$ cat config.mk
export PLATFORM = sky130hd
export DESIGN_NAME = fir_stream_ctrl
export DESIGN_NICKNAME = d
export VERILOG_FILES = /design/src/rtl/fir_stream_ctrl.sv
export SDC_FILE = /design/constraint.sdc
export NUM_CORES = 1
export LEC_CHECK = 0
export CORE_ASPECT_RATIO = 0.5
export CORE_MARGIN = 8
export CORE_UTILIZATION = 45
export CTS_CLUSTER_DIAMETER = 100
export DETAILED_ROUTE_END_ITERATION = 10
export DONT_BUFFER_PORTS = 1
export GPL_ROUTABILITY_DRIVEN = 0
export GPL_TIMING_DRIVEN = 0
export PLACE_DENSITY = 0.72
export SYNTH_ARGS = -nofsm -noshare
export SYNTH_HDL_FRONTEND = slang
export SYNTH_SLANG_ARGS = --single-unit
$ cat constraint.sdc
create_clock -name clk -period 3.35 [get_ports clk]
set_clock_uncertainty 0.2 [all_clocks]
set_input_delay 0.67 -clock clk [delete_from_list [all_inputs] [get_ports clk]]
set_output_delay 0.67 -clock clk [all_outputs]
set_load 0.02 [all_outputs]
$ cat src/rtl/fir_stream_ctrl.sv
//------------------------------------------------------------------------------
// fir_stream_ctrl : streams sample RAM contents into a FIR at a programmable
//                   rate, flushes the filter tail and strobes out each result.
// Revision 1.0
//------------------------------------------------------------------------------
`default_nettype none
`timescale 1ns/1ps

module fir_stream_ctrl #(
  parameter int DATA_WIDTH  = 16,
  parameter int OUT_WIDTH   = 38,
  parameter int ADDR_WIDTH  = 13,
  parameter int DIV_WIDTH   = 16,
  parameter int FLUSH_TAPS  = 50,
  parameter int FIR_LATENCY = 1
) (
  input  logic                  clk,
  input  logic                  rst,
  input  logic                  start,
  input  logic                  abort,
  input  logic [ADDR_WIDTH-1:0] num_samples,
  input  logic [DIV_WIDTH-1:0]  clk_div,
  output logic                  mem_rd_en,
  output logic [ADDR_WIDTH-1:0] mem_addr,
  input  logic [DATA_WIDTH-1:0] mem_rdata,
  output logic [DATA_WIDTH-1:0] fir_x_in,
  input  logic [OUT_WIDTH-1:0]  fir_y_out,
  output logic                  y_valid,
  output logic [OUT_WIDTH-1:0]  y_data,
  output logic                  busy,
  output logic                  done,
  output logic [ADDR_WIDTH-1:0] sample_cnt
);

  localparam int c_flush_w   = $clog2(FLUSH_TAPS + 1);
  localparam int c_drain_cyc = FIR_LATENCY + 3;
  localparam int c_drain_w   = $clog2(c_drain_cyc + 1);

  typedef enum logic [2:0] {
    S_IDLE  = 3'd0,
    S_RUN   = 3'd1,
    S_FLUSH = 3'd2,
    S_DRAIN = 3'd3,
    S_DONE  = 3'd4
  } state_e;

  state_e                 state_q, state_d;
  logic [ADDR_WIDTH-1:0]  num_q, num_d;
  logic [DIV_WIDTH-1:0]   div_lim_q, div_lim_d;
  logic [DIV_WIDTH-1:0]   div_q, div_d;
  logic [c_flush_w-1:0]   flush_q, flush_d;
  logic [c_drain_w-1:0]   drain_q, drain_d;
  logic                   tick_q, tick_d;
  logic                   rd_en_q, rd_en_d;
  logic [ADDR_WIDTH-1:0]  addr_q, addr_d;
  logic [ADDR_WIDTH-1:0]  cnt_q, cnt_d;
  logic                   s1_vld_q, s1_vld_d;
  logic                   s1_zero_q, s1_zero_d;
  logic                   s2_vld_q, s2_vld_d;
  logic [DATA_WIDTH-1:0]  x_q, x_d;
  logic [FIR_LATENCY-1:0] lat_q, lat_d;
  logic                   yv_q, yv_d;
  logic [OUT_WIDTH-1:0]   yd_q, yd_d;
  logic                   busy_q, busy_d;
  logic                   done_q, done_d;

  always_comb begin
    state_d   = state_q;
    num_d     = num_q;
    div_lim_d = div_lim_q;
    div_d     = div_q;
    flush_d   = flush_q;
    drain_d   = drain_q;
    cnt_d     = cnt_q;
    addr_d    = addr_q;
    s1_vld_d  = 1'b0;
    s1_zero_d = 1'b0;
    s2_vld_d  = s1_vld_q;
    x_d       = x_q;
    done_d    = 1'b0;

    // A read issued this cycle is counted at the end of it.
    if (rd_en_q) cnt_d = cnt_q + ADDR_WIDTH'(1);

    // RAM data lands one cycle after the read; flush slots inject zero instead.
    if (s1_vld_q) x_d = s1_zero_q ? '0 : mem_rdata;

    lat_d[0] = s2_vld_q;
    for (int i = 1; i < FIR_LATENCY; i++) lat_d[i] = lat_q[i-1];
    yv_d = lat_q[FIR_LATENCY-1];
    yd_d = yv_d ? fir_y_out : yd_q;

    if (tick_q)              div_d = div_lim_q;
    else if (div_q != '0)    div_d = div_q - DIV_WIDTH'(1);

    unique case (state_q)
      S_IDLE: begin
        if (start) begin
          num_d     = num_samples;
          div_lim_d = clk_div;
          cnt_d     = '0;
          div_d     = '0;
          flush_d   = '0;
          drain_d   = '0;
          state_d   = (num_samples == '0) ? S_DONE : S_RUN;
        end
      end
      S_RUN: begin
        if (tick_q) begin
          s1_vld_d = 1'b1;
          if (cnt_q + ADDR_WIDTH'(1) == num_q) state_d = S_FLUSH;
        end
      end
      S_FLUSH: begin
        if (tick_q) begin
          s1_vld_d  = 1'b1;
          s1_zero_d = 1'b1;
          if (flush_q == c_flush_w'(FLUSH_TAPS - 1)) begin
            flush_d = '0;
            state_d = S_DRAIN;
          end else begin
            flush_d = flush_q + c_flush_w'(1);
          end
        end
      end
      S_DRAIN: begin
        div_d = '0;
        if (drain_q == c_drain_w'(c_drain_cyc - 1)) begin
          drain_d = '0;
          state_d = S_DONE;
        end else begin
          drain_d = drain_q + c_drain_w'(1);
        end
      end
      S_DONE: begin
        done_d  = 1'b1;
        state_d = S_IDLE;
      end
      default: state_d = S_IDLE;
    endcase

    // Abort drops everything in flight but keeps the read count and last y_data.
    if (abort && (state_q != S_IDLE)) begin
      state_d  = S_IDLE;
      div_d    = '0;
      flush_d  = '0;
      drain_d  = '0;
      s1_vld_d = 1'b0;
      s2_vld_d = 1'b0;
      x_d      = '0;
      lat_d    = '0;
      yv_d     = 1'b0;
      yd_d     = yd_q;
      done_d   = 1'b0;
    end

    tick_d  = ((state_d == S_RUN) || (state_d == S_FLUSH)) && (div_d == '0);
    rd_en_d = (state_d == S_RUN) && (div_d == '0);
    if (rd_en_d) addr_d = cnt_d;
    busy_d  = (state_d == S_RUN) || (state_d == S_FLUSH) || (state_d == S_DRAIN);
  end

  always_ff @(posedge clk) begin
    if (rst) begin
      state_q   <= S_IDLE;
      num_q     <= '0;
      div_lim_q <= '0;
      div_q     <= '0;
      flush_q   <= '0;
      drain_q   <= '0;
      tick_q    <= 1'b0;
      rd_en_q   <= 1'b0;
      addr_q    <= '0;
      cnt_q     <= '0;
      s1_vld_q  <= 1'b0;
      s1_zero_q <= 1'b0;
      s2_vld_q  <= 1'b0;
      x_q       <= '0;
      lat_q     <= '0;
      yv_q      <= 1'b0;
      yd_q      <= '0;
      busy_q    <= 1'b0;
      done_q    <= 1'b0;
    end else begin
      state_q   <= state_d;
      num_q     <= num_d;
      div_lim_q <= div_lim_d;
      div_q     <= div_d;
      flush_q   <= flush_d;
      drain_q   <= drain_d;
      tick_q    <= tick_d;
      rd_en_q   <= rd_en_d;
      addr_q    <= addr_d;
      cnt_q     <= cnt_d;
      s1_vld_q  <= s1_vld_d;
      s1_zero_q <= s1_zero_d;
      s2_vld_q  <= s2_vld_d;
      x_q       <= x_d;
      lat_q     <= lat_d;
      yv_q      <= yv_d;
      yd_q      <= yd_d;
      busy_q    <= busy_d;
      done_q    <= done_d;
    end
  end

  assign mem_rd_en  = rd_en_q;
  assign mem_addr   = addr_q;
  assign fir_x_in   = x_q;
  assign y_valid    = yv_q;
  assign y_data     = yd_q;
  assign busy       = busy_q;
  assign done       = done_q;
  assign sample_cnt = cnt_q;

endmodule

`default_nettype wire

==> results.cfg <==
[outcome]
status = complete, no violations

[power]
p_int_mw = 3.95
combPwrFrac = 0.354
vdd_drop_max_mv = 0.419
p_switching_mw = 2.12
cellPowerDensity_nw_per_um2 = 810
seqPwrFrac = 0.331
switching_share = 0.349
p_leak_nw = 2.72
clkPwrFrac = 0.315

[synthesis]
synth_ff_type = dfxtp_1
ys_seq_area_frac = 0.450
synth_top_cell_area_share = 0.450
syn_area_per_cell_um2 = 8.27
postSynthCellCount = 785
synth_area_um2 = 6490
yosysUniqueCellTypes = 70
synthArstFlopShare = 0
synth_nets = 878
synth-seq-cells = 146
yosysTopAreaCell = dfxtp_1
netlist_top_cells_area = dfxtp_1 (45%), nand2_1 (9.3%), a21oi_1 (7.6%), nor2_1 (4.3%), nor2b_1 (3.3%)
synth_edf_count = 0
yosysWarnings = 0

[grt]
grt_max_degree = 17
groute.usage.overall = 0.190
antenna_found_initial = 0
overflow = 0
grt_pass1_vias = 5331
grt_pass1_wl_um = 28100

[cells_and_area]
fin_nets = 901
fin_cells = 1017
antennaDiodeCount = 0
final_common_cell = nand2_1
final_layout_size_suffix_gt1_frac = 0.112
final_cell_mix = nand2_1 (160), dfxtp_1 (141), a21oi_1 (99)
syn_to_final_growth_pct = 15.3

[sta]
maxSlewViolCount = 0
layout_min_cycle_time_ns = 3.31
fmax_mhz = 302
hold_violations = 0
setup_ws_ns = 0.0359
holdWs_ns = 0.177
period_share = 0.989
setup_violations = 0
max_slew_margin = 0.534
tightest_slew_ns = 0.700

[cts]
clkTransAtPathRegs_ns = 0.06
cts_sinks = 146
htree_levels = 4
cts_tree = done
clockBufferDepth = 2
clock-root-buffer = clkbuf_16
cts_buffers = 17
clk-insertion-delay-late_ns = 0.42

[setup_path]
rr_startpoint = div_q[0]$_SDFF_PP0_
critPathTopFamily = compound AO/OA/AOI/OAI gates
worstPathCellList = inv_1, ha_2, or4b_4, o41ai_1, o311ai_0, o21ai_0, o21ai_1, a21boi_2, nand4_4, buf_6, mux2_4
ff2ff_path_depth = 11
r2r_slack_ns = 0.04
startpoint_type = register
cp_num_buf_inv = 2
critPathArrivalTime_ns = 3.42
cp_max_fo = 10
crit_path_max_incr_delay_ns = 0.53
reg2reg_to = mem_addr[10]$_SDFFE_PP0P_
crit_type = reg2reg
critPathSlowestCell = or4b_4
required_ns = 3.46
end_kind = register

[placement]
dp.cells = 983
port-buffer-count = 0
post-place-ws_ns = -0.397
dp_hpwl_um = 13400

[floorplan]
die_x_um = 186
io-pin-count = 171
die_area_um2 = 18800
row_count = 31
core-area_um2 = 14300
start_util = 0.455
die_height_um = 101

[drt]
vias_per_cell = 5.48
antenna_left = 0
wl_per_cell_um = 18.0
dr.pass1.iters = 5
drt_iter0_drc = 335
drc = 0
drt-total-wl_um = 18300
num_vias = 5572

[min_path]
worstHoldStart = fir_y_out[20]
min_to = y_data[20]$_SDFFE_PP0P_
hold_path_class = in2reg
min_path_cells = 2

[flow_run]
cap_viol_max_count = 0
registers in the layout, indices dropped and copies added, names as in the netlist:
register	cells
done	1
div_q	16
y_data	38
lat_q	1
num_q	13
s1_vld_q	1
state_q	3
y_valid	1
tick_q	1
s1_zero_q	1
mem_addr	13
s2_vld_q	1
sample_cnt	13
div_lim_q	16
flush_q	6
busy	1
fir_x_in	16
mem_rd_en	1
drain_q	3
power by group through the flow:
| stage | Clock, mW | Combinational (mW) | Sequential, mW |
|---|---|---|---|
| global route | 2.02 | 2.32 | 2.02 |
| CTS | 1.92 | 1.97 | 1.99 |
| global placement | 0 | 1.88 | 2.01 |
| detailed placement | 0 | 1.92 | 2.02 |
| finish | 1.91 | 2.14 | 2.01 |
| floorplan | 0 | 1.59 | 1.99 |
synthesized netlist by cell type (all sizes together) (9+ instances only):
master / instances
o21ai: 14
nand2b: 11
nor2: 74
mux2: 13
inv: 9
nor3: 13
buf: 9
xnor2: 19
nand2: 161
a21oi: 100
nor2b: 34
nand3: 12
a211oi: 9
clkbuf: 40
xor2: 16
dfxtp: 146
nand4: 11
layout make-up:
type | instances | area (µm²)
fillers | 1338 | 6790
multi-input cells | 581 | 3440
flip-flops and latches | 146 | 2930
clock buffers | 20 | 447
well taps | 198 | 248
plain buffers | 48 | 203
clock inverters | 10 | 135
repair buffers | 5 | 37.5
inverters | 9 | 33.8
worst register-to-register path: stages, from the launching register on:
cell and delay [ns]:
dfxtp_1 0.35, inv_1 0.10, ha_2 0.25, or4b_4 0.53, o41ai_1 0.33, o311ai_0 0.22
o21ai_0 0.14, o21ai_1 0.16, a21boi_2 0.23, nand4_4 0.19, buf_6 0.21, mux2_4 0.31
metrics by stage:
stage | util | power [mW] | instance area [µm²] | setup TNS [ns]
6_report | 0.524 | 6.06 | 7480 | 0
5_1_grt | 0.524 | 6.36 | 7480 | -1.28
4_1_cts | 0.515 | 5.88 | 7350 | 0
3_5_place_dp | 0.472 | 3.94 | 6740 | -4.62
3_3_place_gp | 0.472 | 3.90 | 6740 | -3.89
2_1_floorplan | - | 3.58 | 6490 | 0
kinds of logic (layout without fill, tap and decap cells):
| group | after synthesis | count (layout) | share of synthesized area |
|---|---|---|---|
| AND/OR/NAND/NOR | 363 | 363 | 0.269 |
| AO/OA/AOI/OAI | 162 | 162 | 0.155 |
| flip-flops | 146 | 146 | 0.450 |
| buffers and inverters | 58 | 92 | 0.0362 |
| XOR/XNOR | 35 | 35 | 0.0472 |
| multiplexers | 15 | 15 | 0.0308 |
| adder cells (fa/ha/maj) | 6 | 6 | 0.0116 |
worst max path at each step:
| stage | depth (start not counted) | startpoint | slack, ns | to |
|---|---|---|---|---|
| finish | 11 | div_q[0]$_SDFF_PP0_ | 0.04 | mem_addr[10]$_SDFFE_PP0P_ |
| global route | 11 | div_q[0]$_SDFF_PP0_ | -0.13 | mem_addr[4]$_SDFFE_PP0P_ |
| CTS | 11 | div_q[0]$_SDFF_PP0_ | 0.003 | mem_addr[10]$_SDFFE_PP0P_ |
| detailed placement | 10 | sample_cnt[0]$_SDFF_PP0_ | -0.40 | mem_addr[10]$_SDFFE_PP0P_ |
| global placement | 10 | sample_cnt[0]$_SDFF_PP0_ | -0.34 | mem_addr[8]$_SDFFE_PP0P_ |
| floorplan | 10 | sample_cnt[0]$_SDFF_PP0_ | 0.20 | mem_addr[10]$_SDFFE_PP0P_ |
layer usage:
layer  track usage  part of all wire
met4        0.0667             0.021
met5             0                 0
met2         0.321              0.48
met3        0.0694             0.081
met1         0.219              0.41
repair_timing:
action / in CTS / in global routing
hold buffers: 0 / 0
setup endpoints to repair: 15 / 15
gates resized for setup: 9 / 26
pin swaps: 0 / 4
setup buffers: 0 / 5
No activity file was read; power rests on OpenSTA's default activity.
